**src/rtl/lcd_seq_gen.sv**
```systemverilog
// Table-driven LCD command/data sequencer: walks a delay+payload ROM and emits valid/ready beats.
// Define LCD_SEQ_FAST_SIM_EN to fix the delay unit at 8 cycles for simulation.
module lcd_seq_gen #(
  parameter int unsigned DATA_W  = 9,
  parameter int unsigned DLY_W   = 4,
  parameter int unsigned ADDR_W  = 6,
  parameter int unsigned PRESC_W = 17,
  parameter int unsigned ROM_LAT = 1
) (
  input  logic                    clk_i,
  input  logic                    restn_i,
  input  logic                    start_i,
  input  logic                    ready_i,
  output logic [DATA_W-1:0]       data_o,
  output logic                    data_valid_o,
  output logic                    busy_o,
  output logic                    done_o,
  output logic [ADDR_W-1:0]       rom_addr_o,
  input  logic [DLY_W+DATA_W-1:0] rom_data_i
);

`ifdef LCD_SEQ_FAST_SIM_EN
  localparam int unsigned PrescW = 3;
`else
  localparam int unsigned PrescW = PRESC_W;
`endif

  // ROM_LAT is limited to 1..3, so a 2-bit fetch counter always suffices.
  localparam logic [1:0] FetchLast = 2'(ROM_LAT);

  typedef enum logic [2:0] {
    StIdle,
    StFetch,
    StDly,
    StValid,
    StDone
  } state_e;

  state_e              state_q, state_d;
  logic [ADDR_W-1:0]   addr_q, addr_d;
  logic [DLY_W-1:0]    dly_q, dly_d;
  logic [DATA_W-1:0]   payload_q, payload_d;
  logic [PrescW-1:0]   presc_q, presc_d;
  logic [DLY_W-1:0]    unit_q, unit_d;
  logic [1:0]          fcnt_q, fcnt_d;

  logic [DLY_W-1:0]    rom_dly;
  logic [DATA_W-1:0]   rom_payload;
  logic [DLY_W-1:0]    unit_inc;

  assign rom_dly     = rom_data_i[DLY_W+DATA_W-1:DATA_W];
  assign rom_payload = rom_data_i[DATA_W-1:0];
  assign unit_inc    = unit_q + 1'b1;

  always_comb begin
    state_d   = state_q;
    addr_d    = addr_q;
    dly_d     = dly_q;
    payload_d = payload_q;
    presc_d   = presc_q;
    unit_d    = unit_q;
    fcnt_d    = fcnt_q;

    unique case (state_q)
      StIdle: begin
        if (start_i) begin
          addr_d  = '0;
          fcnt_d  = '0;
          state_d = StFetch;
        end
      end

      StFetch: begin
        if (fcnt_q == FetchLast) begin
          dly_d     = rom_dly;
          payload_d = rom_payload;
          presc_d   = '0;
          unit_d    = '0;
          if (rom_payload == '0) begin
            state_d = StDone;
          end else if (rom_dly == '0) begin
            state_d = StValid;
          end else begin
            state_d = StDly;
          end
        end else begin
          fcnt_d = fcnt_q + 1'b1;
        end
      end

      StDly: begin
        presc_d = presc_q + 1'b1;
        // Unit counter stops at the programmed delay, so it cannot overflow.
        if (&presc_q) begin
          unit_d = unit_inc;
          if (unit_inc == dly_q) begin
            state_d = StValid;
          end
        end
      end

      StValid: begin
        if (ready_i) begin
          if (&addr_q) begin
            state_d = StDone;
          end else begin
            addr_d  = addr_q + 1'b1;
            fcnt_d  = '0;
            state_d = StFetch;
          end
        end
      end

      StDone: begin
        state_d = StIdle;
      end

      default: begin
        state_d = StIdle;
      end
    endcase
  end

  always_ff @(posedge clk_i or negedge restn_i) begin
    if (!restn_i) begin
      state_q   <= StIdle;
      addr_q    <= '0;
      dly_q     <= '0;
      payload_q <= '0;
      presc_q   <= '0;
      unit_q    <= '0;
      fcnt_q    <= '0;
    end else begin
      state_q   <= state_d;
      addr_q    <= addr_d;
      dly_q     <= dly_d;
      payload_q <= payload_d;
      presc_q   <= presc_d;
      unit_q    <= unit_d;
      fcnt_q    <= fcnt_d;
    end
  end

  // All outputs come straight from registers, so reset clears them without a clock edge.
  assign data_o       = payload_q;
  assign rom_addr_o   = addr_q;
  assign data_valid_o = (state_q == StValid);
  assign done_o       = (state_q == StDone);
  assign busy_o       = (state_q == StFetch) || (state_q == StDly) || (state_q == StValid);

endmodule

```
**config.mk**
```make
export PLATFORM = sky130hd
export DESIGN_NAME = lcd_seq_gen
export DESIGN_NICKNAME = d
export VERILOG_FILES = /design/src/rtl/lcd_seq_gen.sv
export SDC_FILE = /design/constraint.sdc
export NUM_CORES = 1
export LEC_CHECK = 0
export CAP_MARGIN = 20
export CORE_MARGIN = 10
export CORE_UTILIZATION = 40
export CTS_BUF_LIST = sky130_fd_sc_hd__clkbuf_2
export DETAILED_ROUTE_END_ITERATION = 10
export HOLD_SLACK_MARGIN = 0.12
export PLACE_DENSITY = 0.72
export SETUP_SLACK_MARGIN = 0.05
export SLEW_MARGIN = 20
export SYNTH_ARGS = -nofsm -noshare
export SYNTH_HDL_FRONTEND = slang
export SYNTH_SLANG_ARGS = --single-unit
```
**constraint.sdc**
```tcl
create_clock -name clk_i -period 2.5 [get_ports clk_i]
set_input_delay 0.25 -clock clk_i [delete_from_list [all_inputs] [get_ports clk_i]]
set_output_delay 0.25 -clock clk_i [all_outputs]
set_load 0.05 [all_outputs]
```
Word-level counts from Yosys, hierarchy flattened
Index checks and enable logic that the tools add are counted.
{"block": "totals", "register_bits": 45}
{"block": "classes", "muxes": 23, "add_sub_neg": 4, "n_eq_ne": 13, "reduce_logical": 16}
{"cell": "one-hot mux 17 bit (2 select lines)", "n": 1}
{"cell": "2-to-1 mux 3 bit", "n": 7}
{"cell": "2-to-1 mux 6 bit", "n": 3}
{"cell": "adder 17 x 1 -> 17 bit, second input constant", "n": 1}
{"cell": "2-to-1 mux 17 bit", "n": 1}
{"cell": "AND reduction 17 bit", "n": 1}
{"cell": "inequality test 2 bit, second input constant", "n": 7}
{"cell": "one-hot mux 3 bit (4 select lines)", "n": 1}
{"cell": "one-hot mux 6 bit (2 select lines)", "n": 1}
{"cell": "AND reduction 5 bit", "n": 2}
{"cell": "logical NOT 9 bit", "n": 1}
{"cell": "2-to-1 mux 2 bit", "n": 4}
{"cell": "2-to-1 mux 4 bit", "n": 2}
{"cell": "one-hot mux 4 bit (2 select lines)", "n": 1}
{"cell": "adder 6 x 1 -> 6 bit, second input constant", "n": 1}
{"cell": "equality test 3 x 2 -> 1 bit, second input constant", "n": 2}
{"cell": "one-hot mux 2 bit (3 select lines)", "n": 1}
{"cell": "AND reduction 6 bit", "n": 1}
{"cell": "adder 4 x 1 -> 4 bit, second input constant", "n": 1}
{"cell": "equality test 4 bit", "n": 1}
{"cell": "logical NOT 4 bit", "n": 1}
{"cell": "AND reduction 2 bit", "n": 2}
{"cell": "AND reduction 4 bit", "n": 1}
{"cell": "nonzero test 2 bit", "n": 2}
{"cell": "other kinds (9)", "n": 10}

Logic depth before layout (Yosys ltp)
Gate-level depths: netlist of run 1.
{"block": "logic_depth", "word_depth": 5, "depth_mapped": 9, "depth_no_buf": 9}

Least setup slack after synthesis of run 1
Ideal clock, no wire load.
{"block": "synth_path", "path_type": "reg2reg", "from": "register presc_q[4]", "to": "register state_q[0]", "setup_ps": 83, "path_slack_ps": 572, "required_ps": 2417, "path_stages_with_launch": 10, "arrival_ps": 1846, "path_cell_list": "dfrtp_1 -> nand3_2 -> or3_1 -> buf_2 -> nor3_1 -> ha_1 -> nand3_1 -> nor3_1 -> o22ai_1 -> o21ai_0"}
{"block": "synth_via", "elab_chain_len": 3}
{"item": "start: declaration", "line": "43", "source": "logic [PrescW-1:0] presc_q, presc_d;"}
{"item": "start signal: assignment", "line": "138", "source": "presc_q <= presc_d;"}
{"item": "AND reduction 17 bit", "line": "94", "source": "if (&presc_q) begin"}
{"item": "inequality test 2 bit (no source line)"}
{"item": "AND reduction 5 bit (no source line)"}
{"item": "end signal: assignment", "line": "126", "source": "state_q <= StIdle;"}
{"item": "end signal: assignment", "line": "134", "source": "state_q <= state_d;"}
{"item": "end: declaration", "line": "39", "source": "state_e state_q, state_d;"}
Every way passes these cells.
A chain may end at the register's enable or synchronous reset.

Final worst setup path of run 1
{"block": "layout_path", "from": "register state_q[0]", "to": "output busy_o"}
{"block": "layout_via", "elab_chain_len": 3, "word_cells_on_any_way": 5, "classes_between": "eq/ne: 3; reduce/logical: 2"}
{"item": "equality test 3 x 1 -> 1 bit / equality test 3 x 2 -> 1 bit (equally long branches)", "line": "149", "source": "assign busy_o = (state_q == StFetch) || (state_q == StDly) || (state_q == StValid);"}
{"item": "logical OR 1 bit", "line": "149"}
{"item": "logical OR 1 bit *", "line": "149"}
{"item": "end: declaration", "line": "16", "source": "output logic busy_o,"}
Every way passes the cells marked *; elsewhere a longest branch is shown, timed or not.

==> flow_summary_export.csv, run 1 <==
group,metric,value,unit
worst_setup_path,timing.rr.start,"presc_q[4]$_DFFE_PN0P_",
worst_setup_path,end_kind,"output port",
timing,setup_slack,0.1927,ns
synth,synth_nets,286,
synth,synth_top_area_share,0.4897,
floorplan,die_area,9182,um2
cells_and_area,drive_gt1_frac,0.07261,
worst_setup_path,cpMostUsedCell,"nor2_1",
timing,hold_slack,0.3028,ns
floorplan,fp-row-count,27,
synth,ys_seq_area_frac,0.4897,
min_path,hp-class,"input pin to asynchronous set/reset pin",
floorplan,io_pins,35,
clocking,cts_num_sinks,45,
worst_setup_path,r2r-end,"state_q[0]$_DFFE_PN0P_",
worst_setup_path,crit_chain,"nor2_1, nor2_1, clkdlybuf4s50_1",
synth,synthMuxAreaShare,0.02176,
timing,fin_tns_setup,0,ns
synth,avgSynthCellArea,8.711,um2
synth,synth_top_family_by_area,"simple AND/OR/NAND/NOR gates",
pwr,leakage,1.287,nW
outcome,status,"finished, final reports clean",
worst_setup_path,cp_slowest_stage_delay,0.81,ns
global_routing,grt_max_degree,25,
place,gp_congestion,0.8481,
floorplan,start_util,0.4151,
place,place_inst,366,
cells_and_area,final_nets,324,
route,via_count,1979,
cells_and_area,nFillCells,532,
floorplan,die_width,95.83,um
timing,fmax,433.4,MHz
route,drc_errors,0,
synth,synth-xor-area-share,0.02285,
clocking,clk_pin_slew,0.23,ns
cells_and_area,fin_util,0.5061,
place,port_buffers,34,
pwr,power_density,1023,nW/um2
global_routing,grt_pass1_vias,1855,
route,drt_pass1_iterations,4,
worst_setup_path,crit_slowest_cell,"clkdlybuf4s50_1",
synth,ys_top_cells_by_area,"dfrtp_1 49%, nand2_1 12%, o21ai_0 4.8%",
synth,ys_warn_count,0,
pwr,irDropWorstVdd,679.1,uV
floorplan,core-area,5540,um2
synth,synth_adder_area_share,0.02720,
global_routing,grt_usage,0.1182,
worst_setup_path,r2r_slack,0.33,ns
place,place_area,2726,um2
place,place_ws,0.3620,ns
cells_and_area,final_area,2804,um2
worst_setup_path,crit_fanout,11,
synth,syn_inst,264,
synth,synth-main-ff-cell,"dfrtp_1",
timing,hold_viol_final,0,
timing,period_share,0.9229,
cells_and_area,final-seq-area,1127,um2
timing,rsz0062_at_grt,"false",
clocking,clk_latency,0.43,ns
place,dp_hpwl,3792,um
clocking,htreeDepth,2,
synth,synth-seq-cells,45,
route,first_iter_violations,103,
synth,yosys.area_share.simple,0.2579,
synth,ys_types,45,
worst_setup_path,cp-start-kind,"flop",
route,detail-route-antenna-nets,0,
synth,synth_area,2300,um2
timing,slew_violations,0,
global_routing,overflow,0,
synth,async_flop_share,1.000,
cells_and_area,multi_input_area,1110,um2
clocking,clockBufferDepth,2,
worst_setup_path,cp.arrival,2.06,ns
pwr,p_total,2.869,mW
worst_setup_path,worstSetupPathType,"flop to output port",
timing,worstMarginPinSlew,0.5214,ns
cells_and_area,stdcell_count,375,
route,drt_wl_total,5053,um
worst_setup_path,crit_buf_inv,1,
synth,yosysMostFrequentCell,"nand2_1",
clocking,cts_tree,"built",
clocking,root_buffer,"clkbuf_2",
clocking,cts_buffers,5,
cells_and_area,areaGrowthSynthToFinish,21.93,%
global_routing,grt_pass1_wl,8687,um
worst_setup_path,path_delay_family,"buffers and inverters",
global_routing,antenna_found_initial,0,
flow_run,drv_cap,0,
synth,synth-edff-count,0,
clocking,postCtsSetupBuffers,0,
route,wl_per_cell,13.47,um
synth,synth-compound-area-share,0.1529,
worst_setup_path,worstRegToRegCells,8,
floorplan,die_y,95.83,um
worst_setup_path,required,2.25,ns
timing,setup_viol,0,
timing,period_minus_slack,2.307,ns
synth,synth_top_area_cell,"dfrtp_1",
synth,synth_commonest_cells,"75 x nand2_1, 45 x dfrtp_1, 22 x o21ai_0",
timing,finalClockSkew,0.02025,ns
route,via_per_inst,5.277,
timing,relSlewSlack,0.6513,
cells_and_area,diodes,0,
==> final cells by class <==
| cell class | count | share of cell area |
|---|---|---|
| inverters | 6 | 0.008032 |
| well taps | 72 | 0.03213 |
| clock inverters | 2 | 0.01205 |
| clock buffers | 6 | 0.01071 |
| multi-input cells | 203 | 0.3958 |
| flip-flops and latches | 45 | 0.4021 |
| repair buffers | 41 | 0.1392 |
==> what timing repair did <==
action	in CTS	in global routing
endpoints found under the setup margin	0	2
hold endpoints to repair	22	0
gates resized for setup	0	2
hold buffers	1	0
==> logic make-up after synthesis <==
kind of cell,after synthesis
AOI/OAI and AO/OA,57
and+or+nand+nor,130
muxes,5
DFF,45
xor gates and xnor gates,6
adders and majority gates,5
buffers and inverters,16
==> metal layers <==
layer,vias up,global-route usage,wire [um]
li1,1003,-,-
met1,940,0.1528,2440
met2,28,0.1891,2361
met3,8,0.01946,152
met4,0,0.05528,99
met5,-,0,0
==> flip-flops by register name, indices dropped and copies added, names as in the netlist <==
name / flops
presc_q: 17
data_o: 9
rom_addr_o: 6
dly_q: 4
unit_q: 4
state_q: 3
fcnt_q: 2
==> worst max-delay path by stage <==
stage | from | end | slack (ns) | depth (start not counted)
detailed placement | presc_q[4]$_DFFE_PN0P_ | state_q[0]$_DFFE_PN0P_ | 0.36 | 8
finish | state_q[0]$_DFFE_PN0P_ | busy_o | 0.19 | 3
global route | state_q[0]$_DFFE_PN0P_ | busy_o | 0.07 | 3
floorplan | presc_q[4]$_DFFE_PN0P_ | state_q[0]$_DFFE_PN0P_ | 0.57 | 9
global placement | presc_q[4]$_DFFE_PN0P_ | state_q[0]$_DFFE_PN0P_ | 0.47 | 8
CTS | state_q[1]$_DFFE_PN0P_ | done_o | 0.06 | 3
==> where the power goes <==
part | internal, mW | switching (mW) | leakage [nW]
Combinational | 0.479 | 0.905 | 0.655
Clock | 0.170 | 0.236 | 0.0406
Sequential | 0.908 | 0.171 | 0.592
==> worst register-to-register path, stage by stage (launching register included) <==
cell	delay [ns]
dfrtp_1	0.50
nand3_2	0.12
or3_1	0.43
nor3_1	0.21
ha_1	0.28
nand3_1	0.09
nor3_1	0.20
o22ai_1	0.12
o21ai_0	0.16
==> cell usage in the layout (no fill, tap or decap), types with 4 or more instances in the layout <==
cell,instances
nand2_1,75
nand3_1,11
ha_1,5
buf_4,7
mux2i_1,5
o21ai_0,22
a21oi_1,9
nor3_1,5
nand4_1,4
a31oi_1,4
xnor2_1,4
inv_1,6
o31ai_1,4
nor2_1,14
dfrtp_1,44
clkbuf_2,6
clkdlybuf4s50_1,31
Note: power is estimated with default switching activity, not from simulation.
==> run 2, diff against run 1 <==
- CAP_MARGIN: 20 -> not set
==> results of run 2 <==
No change in the layout: final DEF, timing and power equal those of run 1.
